**config.mk**
```make
export PLATFORM = sky130hd
export DESIGN_NAME = uart_tx32
export DESIGN_NICKNAME = d
export VERILOG_FILES = /design/src/rtl/uart_tx32.sv
export SDC_FILE = /design/constraint.sdc
export NUM_CORES = 1
export LEC_CHECK = 0
export BUFFER_PORTS_ARGS = -buffer_cell sky130_fd_sc_hd__buf_2
export CAP_MARGIN = 30
export CORE_MARGIN = 2
export CORE_UTILIZATION = 30
export DETAILED_ROUTE_END_ITERATION = 10
export SLEW_MARGIN = 20
export SYNTH_ARGS = -nofsm -noshare
export SYNTH_HDL_FRONTEND = slang
export SYNTH_SLANG_ARGS = --single-unit
```
**constraint.sdc**
```tcl
create_clock -name clk -period 3.73 [get_ports clk]
set_input_delay 0.1865 -clock clk [delete_from_list [all_inputs] [get_ports clk]]
set_output_delay 0.1865 -clock clk [all_outputs]
set_load 0.02 [all_outputs]
```
**src/rtl/uart_tx32.sv**
```systemverilog
// 32-bit word UART transmitter: four 8N1 frames, MSB byte first, LSB bit first.
// One-cycle DONE state sits between words; it can accept the next word directly.
module uart_tx32 #(
    parameter int unsigned CLK_FREQ  = 100_000_000,
    parameter int unsigned BAUD_RATE = 9600
) (
    input  logic        clk,
    input  logic        reset,
    input  logic [31:0] tx_data,
    input  logic        tx_valid,
    output logic        tx_ready,
    output logic        tx_out,
    output logic        tx_busy,
    output logic        tx_done,
    output logic [1:0]  byte_idx
);

    localparam int unsigned CLKS_PER_BIT = CLK_FREQ / BAUD_RATE;
    localparam int unsigned CW           = (CLKS_PER_BIT > 1) ? $clog2(CLKS_PER_BIT) : 1;
    localparam logic [CW-1:0] LAST_CLK   = CW'(CLKS_PER_BIT - 1);

    typedef enum logic [2:0] {IDLE, START, DATA, STOP, DONE} state_t;

    state_t        state, state_n;
    logic [CW-1:0] clk_cnt, clk_cnt_n;
    logic [2:0]    bit_cnt, bit_cnt_n;
    logic [31:0]   shreg, shreg_n;
    logic [1:0]    byte_idx_n;
    logic          tx_out_n, tx_done_n;
    logic          accept, bit_end;

    assign tx_ready = (state == IDLE) || (state == DONE);
    assign tx_busy  = (state == START) || (state == DATA) || (state == STOP);
    assign accept   = tx_valid && tx_ready;
    assign bit_end  = (clk_cnt == LAST_CLK);

    always_ff @(posedge clk) begin
        if (!reset) begin
            state    <= IDLE;
            clk_cnt  <= '0;
            bit_cnt  <= '0;
            shreg    <= '0;
            byte_idx <= '0;
            tx_out   <= 1'b1;
            tx_done  <= 1'b0;
        end else begin
            state    <= state_n;
            clk_cnt  <= clk_cnt_n;
            bit_cnt  <= bit_cnt_n;
            shreg    <= shreg_n;
            byte_idx <= byte_idx_n;
            tx_out   <= tx_out_n;
            tx_done  <= tx_done_n;
        end
    end

    // tx_out is registered, so each branch loads the level for the bit that starts next cycle.
    always_comb begin
        state_n    = state;
        clk_cnt_n  = clk_cnt;
        bit_cnt_n  = bit_cnt;
        shreg_n    = shreg;
        byte_idx_n = byte_idx;
        tx_out_n   = tx_out;
        tx_done_n  = 1'b0;
        case (state)
            IDLE, DONE: begin
                tx_out_n   = 1'b1;
                byte_idx_n = '0;
                state_n    = IDLE;
                if (accept) begin
                    state_n   = START;
                    clk_cnt_n = '0;
                    bit_cnt_n = '0;
                    shreg_n   = tx_data;
                    tx_out_n  = 1'b0;
                end
            end
            START: begin
                if (bit_end) begin
                    state_n   = DATA;
                    clk_cnt_n = '0;
                    bit_cnt_n = '0;
                    tx_out_n  = shreg[24];
                end else begin
                    clk_cnt_n = clk_cnt + CW'(1);
                end
            end
            DATA: begin
                if (bit_end) begin
                    clk_cnt_n = '0;
                    if (bit_cnt == 3'd7) begin
                        // top byte consumed: bring the next byte into [31:24]
                        state_n  = STOP;
                        tx_out_n = 1'b1;
                        shreg_n  = {shreg[23:0], 8'h00};
                    end else begin
                        bit_cnt_n = bit_cnt + 3'd1;
                        shreg_n   = {1'b0, shreg[31:25], shreg[23:0]};
                        tx_out_n  = shreg[25];
                    end
                end else begin
                    clk_cnt_n = clk_cnt + CW'(1);
                end
            end
            STOP: begin
                if (bit_end) begin
                    clk_cnt_n = '0;
                    if (byte_idx == 2'd3) begin
                        state_n    = DONE;
                        tx_done_n  = 1'b1;
                        tx_out_n   = 1'b1;
                        byte_idx_n = '0;
                    end else begin
                        state_n    = START;
                        byte_idx_n = byte_idx + 2'd1;
                        tx_out_n   = 1'b0;
                    end
                end else begin
                    clk_cnt_n = clk_cnt + CW'(1);
                end
            end
            default: begin
                state_n  = IDLE;
                tx_out_n = 1'b1;
            end
        endcase
    end

endmodule

```
---- After elaboration in Yosys (flattened, before gate mapping) ----
Index checks and enable logic that the tools add are counted.
storage, ports and cells
  word-level logic and storage cells ...... 72
  flip-flop bits (word level) ............. 56
  output and inout port bits .............. 6
  bits of input ports ..................... 35
operators by class
  add/sub/neg operators ................... 3
  reduce and logical (&&, ||, !) cells .... 19
  equality and inequality tests ........... 13
  muxes and demuxes ....................... 29
operators by type and width
  kind                   count
  $mux 32                3
  $pmux 32 s2            1
  $mux 14                2
  $pmux 14 s2            1
  $mux 3                 9
  $add 14x1->14 const B  1
  $eq 14x14->1 const B   1
  $pmux 3 s4             1
  $ne 2x2->1 const B     5
  $pmux 3 s3             1
  $reduce_and 3->1       3
  $reduce_and 4->1       2
  $mux 1                 7
  $eq 3x2->1 const B     2
  $eq 3x3->1 const B     2
  $reduce_bool 2->1      3
  $reduce_and 5->1       1
  $mux 2                 2
  $pmux 1 s4             1
  $pmux 2 s2             1
  $reduce_and 2->1       2
  $add 3x1->3 const B    1
  $eq 3x1->1 const B     1
  $logic_not 3->1        1
  8 further kinds        10

---- Longest topological paths before layout ----
  depth in word-level cells ............... 5
  gate-level depth with buffers ........... 8
  gate-level depth less buffers ........... 6

---- Worst setup path after synthesis ----
Ideal clock, no wire load.
  path type ............................... flip-flop to flip-flop
  start ................................... register clk_cnt[6]
  end ..................................... register byte_idx[0]
  data arrival time ....................... 2110 ps
  buffers on the path ..................... 1
  path slack .............................. 1550 ps
  setup time .............................. 71 ps
  clock period less this slack ............ 2180 ps
  stages on the path, launching flop included .. 6
  data required time ...................... 3659 ps
  path through ............................ dfxtp_1 > or4b_4 > or4_1 > clkbuf_2 > or4_1 > a21oi_1
between the ends
  word-level cells in the longest chain between the ends .. 3
RTL lines
  item                        line  RTL
  start, declared             25    logic [CW-1:0] clk_cnt, clk_cnt_n;
  start signal, assigned      48    clk_cnt <= clk_cnt_n;
  $eq 14x14->1                35    assign bit_end = (clk_cnt == LAST_CLK);
  $ne 2x2->1 (no line)        --
  $reduce_and 2->1 (no line)  --
  end signal, assigned        51    byte_idx <= byte_idx_n;
  end, declared               15    output logic [1:0] byte_idx
No other way between the ends.
A chain may end at the register's enable or synchronous reset.

---- Worst setup path after layout ----
Ends and elaborated chain as after synthesis.

==> run metrics <==
PD cells=367 nW/µm²; DPL Wire Length=4500 µm; Syn Inst Count=332; Filler Cells Inserted=967; Synth Area in Simple Gates=24.2%; Hold Crit Class=in -> reg; Leak Pwr=0.00134 µW; drt drc=0; Initial DRC Count=175; first-pass iteration count of the detailed router=4; actual slew at the worst max-slew pin=0.919 ns; Final #Nets=398; XOR/XNOR Fraction of Synth Area=2.41%; Arr. time, crit path=2.72 ns; multiplexer area fraction after synthesis=11.7%; Synth Area in Compound Gates=17.6%; fmax=402 MHz; Die X=103 µm; Main synth FF type=dfxtp_1; WL final=6510 µm; maximum vdd drop=0.000181 V; largest net degree at the start of global routing=69; Cell Count, Final, Fillers Out=489; cell count after placement=480; Starting Density=31.2%; min cycle time layout=2.49 ns; Worst-path clk slew=0.10 ns; Worst EP required=3.97 ns; Hold Vio Cnt, Final=0; unrepaired setup endpoints after global routing=no; CTS tree=yes; post-synth cell types=48; row cnt=35; synth top area cells=dfxtp_1 (38%), mux2i_1 (12%), nand2_1 (5.4%); setup tns final=0 ns; Async SR Flop Fraction=0%; Die Span Y=103 µm; GPL Wtd Cong=0.912; Post-synth EDFFs=0; Core Footprint=9330 µm²; Yosys top cell by area=dfxtp_1; detailed-route via count=2,479; Post-CTS Setup Repair Bufs=0; Post-Syn Area per Cell=8.77 µm²; first-pass GRT wire length=11,100 µm; clk buf depth=2; Detail Route Antenna Nets=0; # diodes=0; count of final max-slew check failures=0; final setup fails=0; cts hold-fix bufs=0; Num CTS Buffers=5; Synthesized Nets=371; CP cell instances=or4b_4 -> or4_1 -> or4_1 -> a21oi_1; post-DR wirelength/cell=13.3 µm; total die area=10,500 µm²; post-cts resize count=0; vias in the first global route=2,359; grt total ovfl=0; Yosys top cell area share=38.5%; Worst slew margin=38.8%; clk_lat worst skew=0.32 ns; gr usage total=13.1%; layout cells sized above 1=17.8%; clk_skew=0.00986 ns; max cap viols=0; Ys Warns=0; clock sink count=56; final core occ=36.1%; adder-cell share of the synthesized area=1.72%; Avg Vias per Cell=5.07; Seq/Total Area, Yosys=38.5%; CP Class=reg -> reg; largest family of logic cells by synthesized area=simple AND/OR/NAND/NOR gates; crit end category=register; crit-path most repeated cell=or4_1; Cell Area, Synth=2910 µm²; Ports=41; Startpoint Class=register; Largest stage delay, worst path=0.77 ns; Worst path slowest cell=or4_1; CTS H-Tree Depth=2; status=complete, no violations; # port buffers=40; fin crit share=66.7%; critical-path maximum fanout=15; initial antenna violation count=0; Root Buffer=clkbuf_8; Area Growth Syn to Fin=15.5%; WP buf/inv=0; Synth Register Bits=56; kind of cell adding the most delay to the critical path=simple AND/OR/NAND/NOR gates
## state kept, by name, indices dropped and copies added (netlist names)
| register | count |
|---|---|
| shreg | 32 |
| state | 3 |
| tx_done | 1 |
| bit_cnt | 3 |
| tx_out | 1 |
| clk_cnt | 14 |
| byte_idx | 2 |
## kinds of logic (layout without fill, tap and decap cells)
| family | after synthesis | after routing |
|---|---|---|
| simple gates | 127 | 127 |
| compound gates | 73 | 73 |
| flops | 56 | 56 |
| mux | 34 | 34 |
| buf+inv | 30 | 58 |
| xor+xnor | 8 | 8 |
| fa+ha+maj | 4 | 4 |
## layout make-up
class	instances	area [µm²]	area share, %
multi-input combinational	246	1700	50.4
clock buffer	6	82.6	2.45
tap	129	161	4.80
clock inverter	2	38.8	1.15
inverter	5	18.8	0.558
sequential	56	1120	33.3
timing repair buffer	45	245	7.29
## final timing paths
check | start | to | slack [ns] | cells after the start
setup / recovery | clk_cnt[6] | byte_idx[0] | 1.24 | 4
hold / removal | tx_data[2] | shreg[2] | 0.08 | 2
hold reg to reg | shreg[11] | shreg[11] | 0.46 | 2
setup reg to reg | clk_cnt[6] | byte_idx[0] | 1.24 | 4
## power by group
part	internal (µW)	total (µW)	switching [µW]	leakage [µW]
clock	220	421	201	0.0000614
sequential	630	651	21.6	0.000457
combinational	72.0	164	92.5	0.000817
## placed cells by master, fill, tap and decap left out, types with 4 or more instances in the layout
cell       count
nor3_1         9
clkbuf_8       6
or4_1          5
dfxtp_1       56
o21ai_0       22
o211ai_1       8
a32o_1         8
nor2b_1       19
nor2_1         6
mux2i_1       34
xnor2_1        4
xor2_1         4
a21oi_1        7
buf_4          4
o2111ai_1      5
and3_1        19
nand3_1        7
nand2_1       42
ha_1           4
buf_2         40
inv_1          4
## through the flow
stage	cell area [µm²]	setup WS [ns]	total power (µW)	hold WS (ns)
final	3370	1.24	1240	0.0792
after global routing	3370	1.09	1300	0.0685
after floorplan	2910	1.55	778	0.312
after global placement	3220	1.25	827	0.400
after CTS	3350	1.23	1250	0.0697
after detailed placement	3230	1.25	831	0.402
## metal layers
layer	share of wire (%)	track usage, %
met4	1.6	4.62
met2	45	19.8
met5	0	0
met3	5.2	3.66
met1	49	17.9
## Yosys cell counts, types with 3 or more instances
master and number:
or4_1 5, dfxtp_1 56, a21oi_1 7, a211oi_1 3
mux2i_1 34, nor2_1 6, o2111ai_1 5, nor2b_1 19
or3b_2 3, xnor2_1 4, and3_1 19, ha_1 4
clkbuf_1 23, nand3_1 7, nor3_1 9, inv_1 4
or3_1 3, o211ai_1 8, o21ai_0 22, xor2_1 4
a31oi_1 4, nand2_1 42, a32o_1 8
(Power assumes the default switching activity.)
